===== src/rtl/throw_turn_ctrl.sv =====
// rtl/throw_turn_ctrl.sv - turn arbitration and per-frame projectile flight for the cat/dog throw game
module throw_turn_ctrl #(
    parameter int DOG_X         = 100,
    parameter int CAT_X         = 860,
    parameter int PLAYER_WIDTH  = 64,
    parameter int PLAYER_HEIGHT = 64,
    parameter int GROUND_Y      = 700,
    parameter int SCREEN_W      = 1024,
    parameter int VY0           = 20,
    parameter int GRAVITY       = 1,
    parameter int FLIGHT_MAX    = 255
) (
    input  logic        clk60MHz,
    input  logic        rst,
    input  logic        vblnk,
    input  logic        dog_throw,
    input  logic        cat_throw,
    input  logic [6:0]  power,
    output logic [10:0] proj_x,
    output logic [10:0] proj_y,
    output logic        proj_visible,
    output logic        turn,
    output logic        busy,
    output logic        hit_dog,
    output logic        hit_cat
);

    localparam logic [1:0] S_IDLE    = 2'd0;
    localparam logic [1:0] S_LAUNCH  = 2'd1;
    localparam logic [1:0] S_FLY     = 2'd2;
    localparam logic [1:0] S_RESOLVE = 2'd3;

    localparam logic signed [11:0] X_MAX    = 12'(SCREEN_W - 1);
    localparam logic signed [11:0] Y_GROUND = 12'(GROUND_Y);
    localparam logic signed [11:0] DOG_LO   = 12'(DOG_X);
    localparam logic signed [11:0] DOG_HI   = 12'(DOG_X + PLAYER_WIDTH - 1);
    localparam logic signed [11:0] CAT_LO   = 12'(CAT_X);
    localparam logic signed [11:0] CAT_HI   = 12'(CAT_X + PLAYER_WIDTH - 1);
    localparam logic signed [8:0]  VY_INIT  = 9'(-VY0);

    logic [1:0]         state_q, state_d;
    logic               vblnk_q;
    logic [10:0]        x_q, x_d, y_q, y_d;
    logic [6:0]         vx_q, vx_d;
    logic signed [8:0]  vy_q, vy_d;
    logic [7:0]         cnt_q, cnt_d;
    logic               turn_q, turn_d;
    logic               hit_dog_q, hit_dog_d, hit_cat_q, hit_cat_d;

    logic               tick, req_ok, miss_x, landed, on_target, timeout;
    logic signed [11:0] x_ext, vx_ext, nx, ny;
    logic [7:0]         cnt_next;

    assign tick   = vblnk & ~vblnk_q;
    assign req_ok = turn_q ? cat_throw : dog_throw;

    // The thrower is always the current turn owner, so turn_q also selects direction and target.
    assign x_ext     = signed'({1'b0, x_q});
    assign vx_ext    = signed'({5'b0, vx_q});
    assign nx        = turn_q ? (x_ext - vx_ext) : (x_ext + vx_ext);
    assign ny        = signed'({1'b0, y_q}) + signed'({{3{vy_q[8]}}, vy_q});
    assign miss_x    = (nx < 12'sd0) || (nx > X_MAX);
    assign landed    = (ny >= Y_GROUND);
    assign on_target = turn_q ? ((nx >= DOG_LO) && (nx <= DOG_HI))
                              : ((nx >= CAT_LO) && (nx <= CAT_HI));
    assign cnt_next  = cnt_q + 8'd1;
    assign timeout   = (cnt_next == 8'(FLIGHT_MAX));

    always_comb begin
        state_d   = state_q;
        x_d       = x_q;
        y_d       = y_q;
        vx_d      = vx_q;
        vy_d      = vy_q;
        cnt_d     = cnt_q;
        turn_d    = turn_q;
        hit_dog_d = 1'b0;
        hit_cat_d = 1'b0;
        case (state_q)
            S_IDLE: begin
                if (req_ok) begin
                    state_d = S_LAUNCH;
                    vx_d    = (power == 7'd0) ? 7'd1 : power;
                    vy_d    = VY_INIT;
                    cnt_d   = 8'd0;
                    x_d     = turn_q ? 11'(CAT_X - 1) : 11'(DOG_X + PLAYER_WIDTH);
                    y_d     = 11'(GROUND_Y - PLAYER_HEIGHT);
                end
            end
            S_LAUNCH: state_d = S_FLY;
            S_FLY: begin
                if (tick) begin
                    vy_d  = vy_q + 9'(GRAVITY);
                    cnt_d = cnt_next;
                    if (miss_x) begin
                        state_d = S_RESOLVE;
                    end else if (landed) begin
                        state_d   = S_RESOLVE;
                        x_d       = nx[10:0];
                        y_d       = 11'(GROUND_Y);
                        hit_dog_d = turn_q & on_target;
                        hit_cat_d = ~turn_q & on_target;
                    end else if (timeout) begin
                        state_d = S_RESOLVE;
                    end else begin
                        x_d = nx[10:0];
                        y_d = (ny < 12'sd0) ? 11'd0 : ny[10:0];
                    end
                end
            end
            default: begin
                turn_d  = ~turn_q;
                state_d = S_IDLE;
            end
        endcase
    end

    always_ff @(posedge clk60MHz) begin
        if (rst) begin
            state_q   <= S_IDLE;
            vblnk_q   <= 1'b0;
            x_q       <= 11'd0;
            y_q       <= 11'd0;
            vx_q      <= 7'd0;
            vy_q      <= 9'sd0;
            cnt_q     <= 8'd0;
            turn_q    <= 1'b0;
            hit_dog_q <= 1'b0;
            hit_cat_q <= 1'b0;
        end else begin
            state_q   <= state_d;
            vblnk_q   <= vblnk;
            x_q       <= x_d;
            y_q       <= y_d;
            vx_q      <= vx_d;
            vy_q      <= vy_d;
            cnt_q     <= cnt_d;
            turn_q    <= turn_d;
            hit_dog_q <= hit_dog_d;
            hit_cat_q <= hit_cat_d;
        end
    end

    assign proj_x       = x_q;
    assign proj_y       = y_q;
    assign proj_visible = (state_q == S_FLY);
    assign busy         = (state_q != S_IDLE);
    assign turn         = turn_q;
    assign hit_dog      = hit_dog_q;
    assign hit_cat      = hit_cat_q;

endmodule

===== config.mk =====
export PLATFORM = sky130hd
export DESIGN_NAME = throw_turn_ctrl
export DESIGN_NICKNAME = d
export VERILOG_FILES = /design/src/rtl/throw_turn_ctrl.sv
export SDC_FILE = /design/constraint.sdc
export NUM_CORES = 1
export LEC_CHECK = 0
export CORE_ASPECT_RATIO = 1.75
export CORE_MARGIN = 2
export CORE_UTILIZATION = 55
export CTS_BUF_LIST = sky130_fd_sc_hd__clkbuf_4
export DETAILED_ROUTE_END_ITERATION = 6
export GPL_ROUTABILITY_DRIVEN = 1
export PLACE_DENSITY = 0.88
export SLEW_MARGIN = 40
export SYNTH_ARGS = -nofsm -noshare
export SYNTH_HDL_FRONTEND = slang
export SYNTH_SLANG_ARGS = --single-unit

===== constraint.sdc =====
create_clock -name clk60MHz -period 5.5 [get_ports clk60MHz]
set_input_delay 0.825 -clock clk60MHz [delete_from_list [all_inputs] [get_ports clk60MHz]]
set_output_delay 0.825 -clock clk60MHz [all_outputs]
set_load 0.01 [all_outputs]

* Yosys cells after proc, flatten, opt, wreduce, memory -nomap -nowiden *
Index checks and enable logic that the tools add are counted.

cells by class
  eq/ne operators = 8
  magnitude comparators = 8
  bitwise gates (word level) = 8
  reduce and logical (&&, ||, !) cells = 13
  add/subtract/negate cells = 5
  muxes and demuxes = 30

operator list
  operator                number
  $mux W11                11
  $pmux W11 S2            2
  $ge A12 B11 Y1 const B  2
  $lt A12 B1 Y1 const B   2
  $mux W9                 2
  $pmux W9 S2             1
  $mux W8                 2
  $pmux W8 S2             1
  $add A11 B7 Y12         1
  $add A12 B9 Y12         1
  $ge A12 B8 Y1 const B   1
  $gt A12 B11 Y1 const B  1
  $le A12 B11 Y1 const B  1
  $le A12 B9 Y1 const B   1
  $mux W12                1
  $sub A11 B7 Y12         1
  $mux W10                1
  $mux W2                 5
  $add A9 B2 Y9 const B   1
  $add A8 B1 Y8 const B   1
  $eq A8 B8 Y1 const B    1
  $logic_not A7 Y1        1
  $mux W7                 1
  $pmux W2 S3             1
  18 further kinds        29

word-level totals
  flip-flop bits (word level) = 52
  output and inout port bits = 27
  input bits = 12

* Longest topological paths before layout *
  depth in word-level cells = 8
  gate-level depth with buffers = 14
  mapped depth without buffers = 13

* Worst setup path after synthesis *
OpenSTA, ideal clock, no wires.

  kind = register -> register
  start = register turn_q, in the netlist turn
  end = register y_q[0], in the netlist proj_y[0]
  required time = 5.379 ns
  clock period less this slack = 3.453 ns
  arrival time = 3.332 ns
  cell stages (with the launch flop) = 13
  library setup time = 0.121 ns
  slack = 2.047 ns
  buffers on the path = 1
  cell sequence = dfxtp_1 clkbuf_1 mux2_2 inv_1 ha_1 nor2b_1 o31a_1 o21ai_0 nor2_1 o41a_1 a21o_4 nor2_8 mux2_4

on the way
  longest elaborated chain between the ends = 5
  elaborated cells on any way between the ends = 8
  those cells by class = 2 x order compare; 2 x eq/ne; 2 x mux; 2 x reduce/logical

ends and longest elaborated chain
  element                                          line  source
  from (decl)                                      47    logic turn_q, turn_d;
  from (signal assigned)                           138   turn_q <= turn_d;
  $mux W12                                         60    assign nx = turn_q ? (x_ext - vx_ext) : (x_ext + vx_ext);
  $lt A12 B1 Y1 or $gt A12 B11 Y1 (tied branches)  62    assign miss_x = (nx < 12'sd0) || (nx > X_MAX);
  $logic_or A1 B1 Y1                               62
  $ne A2 B2 Y1 (no source line)                    -
  $reduce_and A5 Y1 (no source line) *             -
  to (signal assigned)                             134   y_q <= y_d;
  to (decl)                                        43    logic [10:0] x_q, x_d, y_q, y_d;

Every way passes the cells marked *; elsewhere a longest branch is shown, timed or not.
A chain may end at the register's enable or synchronous reset.

* Worst setup path in the final report *
  start = register vx_q[0]
  end = register y_q[8], in the netlist proj_y[8]

on the way
  longest elaborated chain between the ends = 6
  elaborated cells on any way between the ends = 8
  those cells by class = 2 x add/sub; 2 x order compare; 1 x eq/ne; 1 x mux; 2 x reduce/logical

ends and longest elaborated chain
  element                                             line  source
  from (decl)                                         44    logic [6:0] vx_q, vx_d;
  from (signal assigned)                              135   vx_q <= vx_d;
  $add A11 B7 Y12 or $sub A11 B7 Y12 (tied branches)  60
  $mux W12 *                                          60
  $lt A12 B1 Y1 or $gt A12 B11 Y1 (tied branches)     62
  $logic_or A1 B1 Y1 *                                62
  $ne A2 B2 Y1 (no source line) *                     -
  $reduce_and A5 Y1 (no source line) *                -

Marks and branches as above.

==> results_dict.tcl <==
set metrics [dict create \
    grt_pass1_vias 3543 \
    crit_cells 13 \
    synth-edff-count 0 \
    num_vias 3545 \
    drt_iter0_drc 208 \
    worstPathCellList "inv_1 > ha_1 > a31oi_1 > xnor2_1 > ha_1 > nor3_2 > a21bo_2 > o21ai_0 > nor2_1 > o41a_1 > a21o_4 > nor2_8 > mux2_4" \
    power_mw 2.71 \
    ir_drop_mv 0.363 \
    crit_buf_inv 1 \
    fin_setup_tns_ps 0 \
    path_clk_slew_ps 140 \
    yosysMostFrequentCell "dfxtp_1" \
    setup-violations-final 0 \
    slowest_stage "o41a_1" \
    viasPerCell 6.17 \
    dp_hpwl_um 7370 \
    drtPass1Iterations 4 \
    pin_count 39 \
    avgSynthCellArea_um2 8.38 \
    grt_pass1_wl_um 16000 \
    layout-drive-gt1-share_pct 8.78 \
    wl_um 9480 \
    rows 40 \
    power.leakage_nw 1.66 \
    rrSetupSlack_ps 1720 \
    finalCriticalPeriod_ps 3780 \
    wire_per_inst_um 16.5 \
    yosysTopAreaCell "dfxtp_1" \
    ys_seq_elements 52 \
    port_buffers 38 \
    grt_max_degree 45 \
    stdcell_area_mm2 0.00435 \
    setup_ws_ps 1720 \
    synth_cell_types 75 \
    hold_path_depth 2 \
    synth_nets 502 \
    place_congestion 0.909 \
    skew_ps 7.43 \
    cts_setup_buffers 0 \
    crit_arrival_ps 4070 \
    finalNetCount 532 \
    synth_top_area_share_pct 27.1 \
    cts-root-buf "clkbuf_4" \
    post-route-drc-count 0 \
    clock-sinks 52 \
    gr-total-overflow 0 \
    drv_cap 0 \
    rr_worst_depth 13 \
    initial_core_util_pct 56.5 \
    cp.required_ps 5790 \
    ys_async_sr_fraction_pct 0 \
    yosys_warnings 0 \
    timing.fmax_mhz 265 \
    grtUsageTotal_pct 26.7 \
    path_common_cell "ha_1" \
    cts_hold_buf 0 \
    startpoint_type "flip-flop" \
    status "completed" \
    die_w_um 67.2 \
    synth-main-ff-cell "dfxtp_1" \
    antenna_found_initial 1 \
    core_area_mm2 0.00681 \
    clkLatencyLatePin_ps 390 \
    netlist_instances 459 \
    yosysSeqAreaShare_pct 27.1 \
    dieArea_mm2 0.00770 \
    post-route-period-util_pct 68.7 \
    cts_tree "built" \
    rsz0062_at_grt "false" \
    hold_path.class "flip-flop to flip-flop" \
    fp.dieH_um 115 \
    syn2layout_area_growth_pct 13.0 \
    antenna_left 0 \
    dpl_cell_area_mm2 0.00426 \
    place_ws_ps 1780 \
    hold_violations 0 \
    crit_path_max_fanout 17 \
    power_density_mw_per_mm2 624 \
    worst_pin_slew_ps 733 \
    cts_max_level 2 \
    cpLargestDelayFamily "compound AO/OA/AOI/OAI gates" \
    final_max_slew_viol_count 0 \
    worstSetupPathType "flip-flop to flip-flop" \
    critPathCaptureType "flip-flop" \
    slew-limit-headroom_pct 51.0 \
    max_stage_delay_ps 530 \
    synthTopCellsByCount "dfxtp_1, a21oi_1, nor2_1" \
    syn_area_mm2 0.00385 \
    cts.repair.resized 0 \
    cts_buffers 5 \
    synth_area_leaders "dfxtp_1, ha_1, a21oi_1, xnor2_1, nor2_1" \
    clk_path_buf_depth 2 \
]
path summary, 6_finish.rpt:
check	endpoint	from
worst max-delay path	proj_y[8]	vx_q[0]
worst min-delay path	proj_y[7]	proj_y[7]
worst max register to register	proj_y[8]	vx_q[0]
worst min register to register	proj_y[7]	proj_y[7]
layer usage:
metal / GRT usage (%) / part of all wire, % / vias up
li1: - / - / 1737
met1: 28.9 / 37 / 1667
met4: 15.1 / 4.9 / 0
met5: 0 / 0 / -
met2: 48.3 / 54 / 104
met3: 2.95 / 3.5 / 37
cell type report:
type	instances	area, um2
clock inverter	2	38.8
fill	599	2460
tap	84	105
antenna	1	2.50
inverter	25	93.8
timing repair buffer	40	395
sequential	52	1040
multi-input combinational	365	2630
clock buffer	6	45.0
cell usage in the layout, fill, tap and decap left out, types with 14 or more instances in the layout:
cell type | netlist | routed
dfxtp_1 | 52 | 52
xnor2_1 | 25 | 25
nor3_1 | 14 | 14
clkdlybuf4s50_1 | 0 | 38
nor2_1 | 46 | 46
inv_1 | 24 | 24
o21ai_0 | 22 | 22
a21oi_1 | 48 | 48
ha_1 | 29 | 29
nand2_1 | 25 | 25
flip-flops by register name, indices dropped and copies added, names as in the netlist, 2 cells and up:
signal,count
vy_q,9
state_q,2
proj_y,11
cnt_q,8
vx_q,7
proj_x,11
where the power goes:
| group | switching [mW] | internal [mW] | total [mW] |
|---|---|---|---|
| registers | 0.111 | 0.465 | 0.576 |
| clock network | 0.124 | 0.103 | 0.226 |
| logic | 1.11 | 0.802 | 1.91 |
kinds of logic after synthesis:
group	after synthesis	synth area share, %
xor+xnor	29	6.60
simple gates	149	20.8
flops	52	27.1
mux	14	4.07
buf+inv	42	4.85
fa+ha+maj	31	10.5
compound gates	142	26.1
through the flow:
stage / hold WS (ps) / instances / util [%]
3_3_place_gp: 480 / 566 / 62.5
4_1_cts: 503 / 574 / 63.8
6_report: 502 / 575 / 63.9
5_1_grt: 519 / 575 / 63.9
3_5_place_dp: 475 / 566 / 62.6
2_1_floorplan: 468 / 459 / -
tightest hold or removal path: cells and delay by family, from the launching register on:
kind,cells,cell delay (ps)
AND/OR/NAND/NOR,1,60
multiplexers,1,60
flip-flops,1,360
No activity file was read; power rests on OpenSTA's default activity.
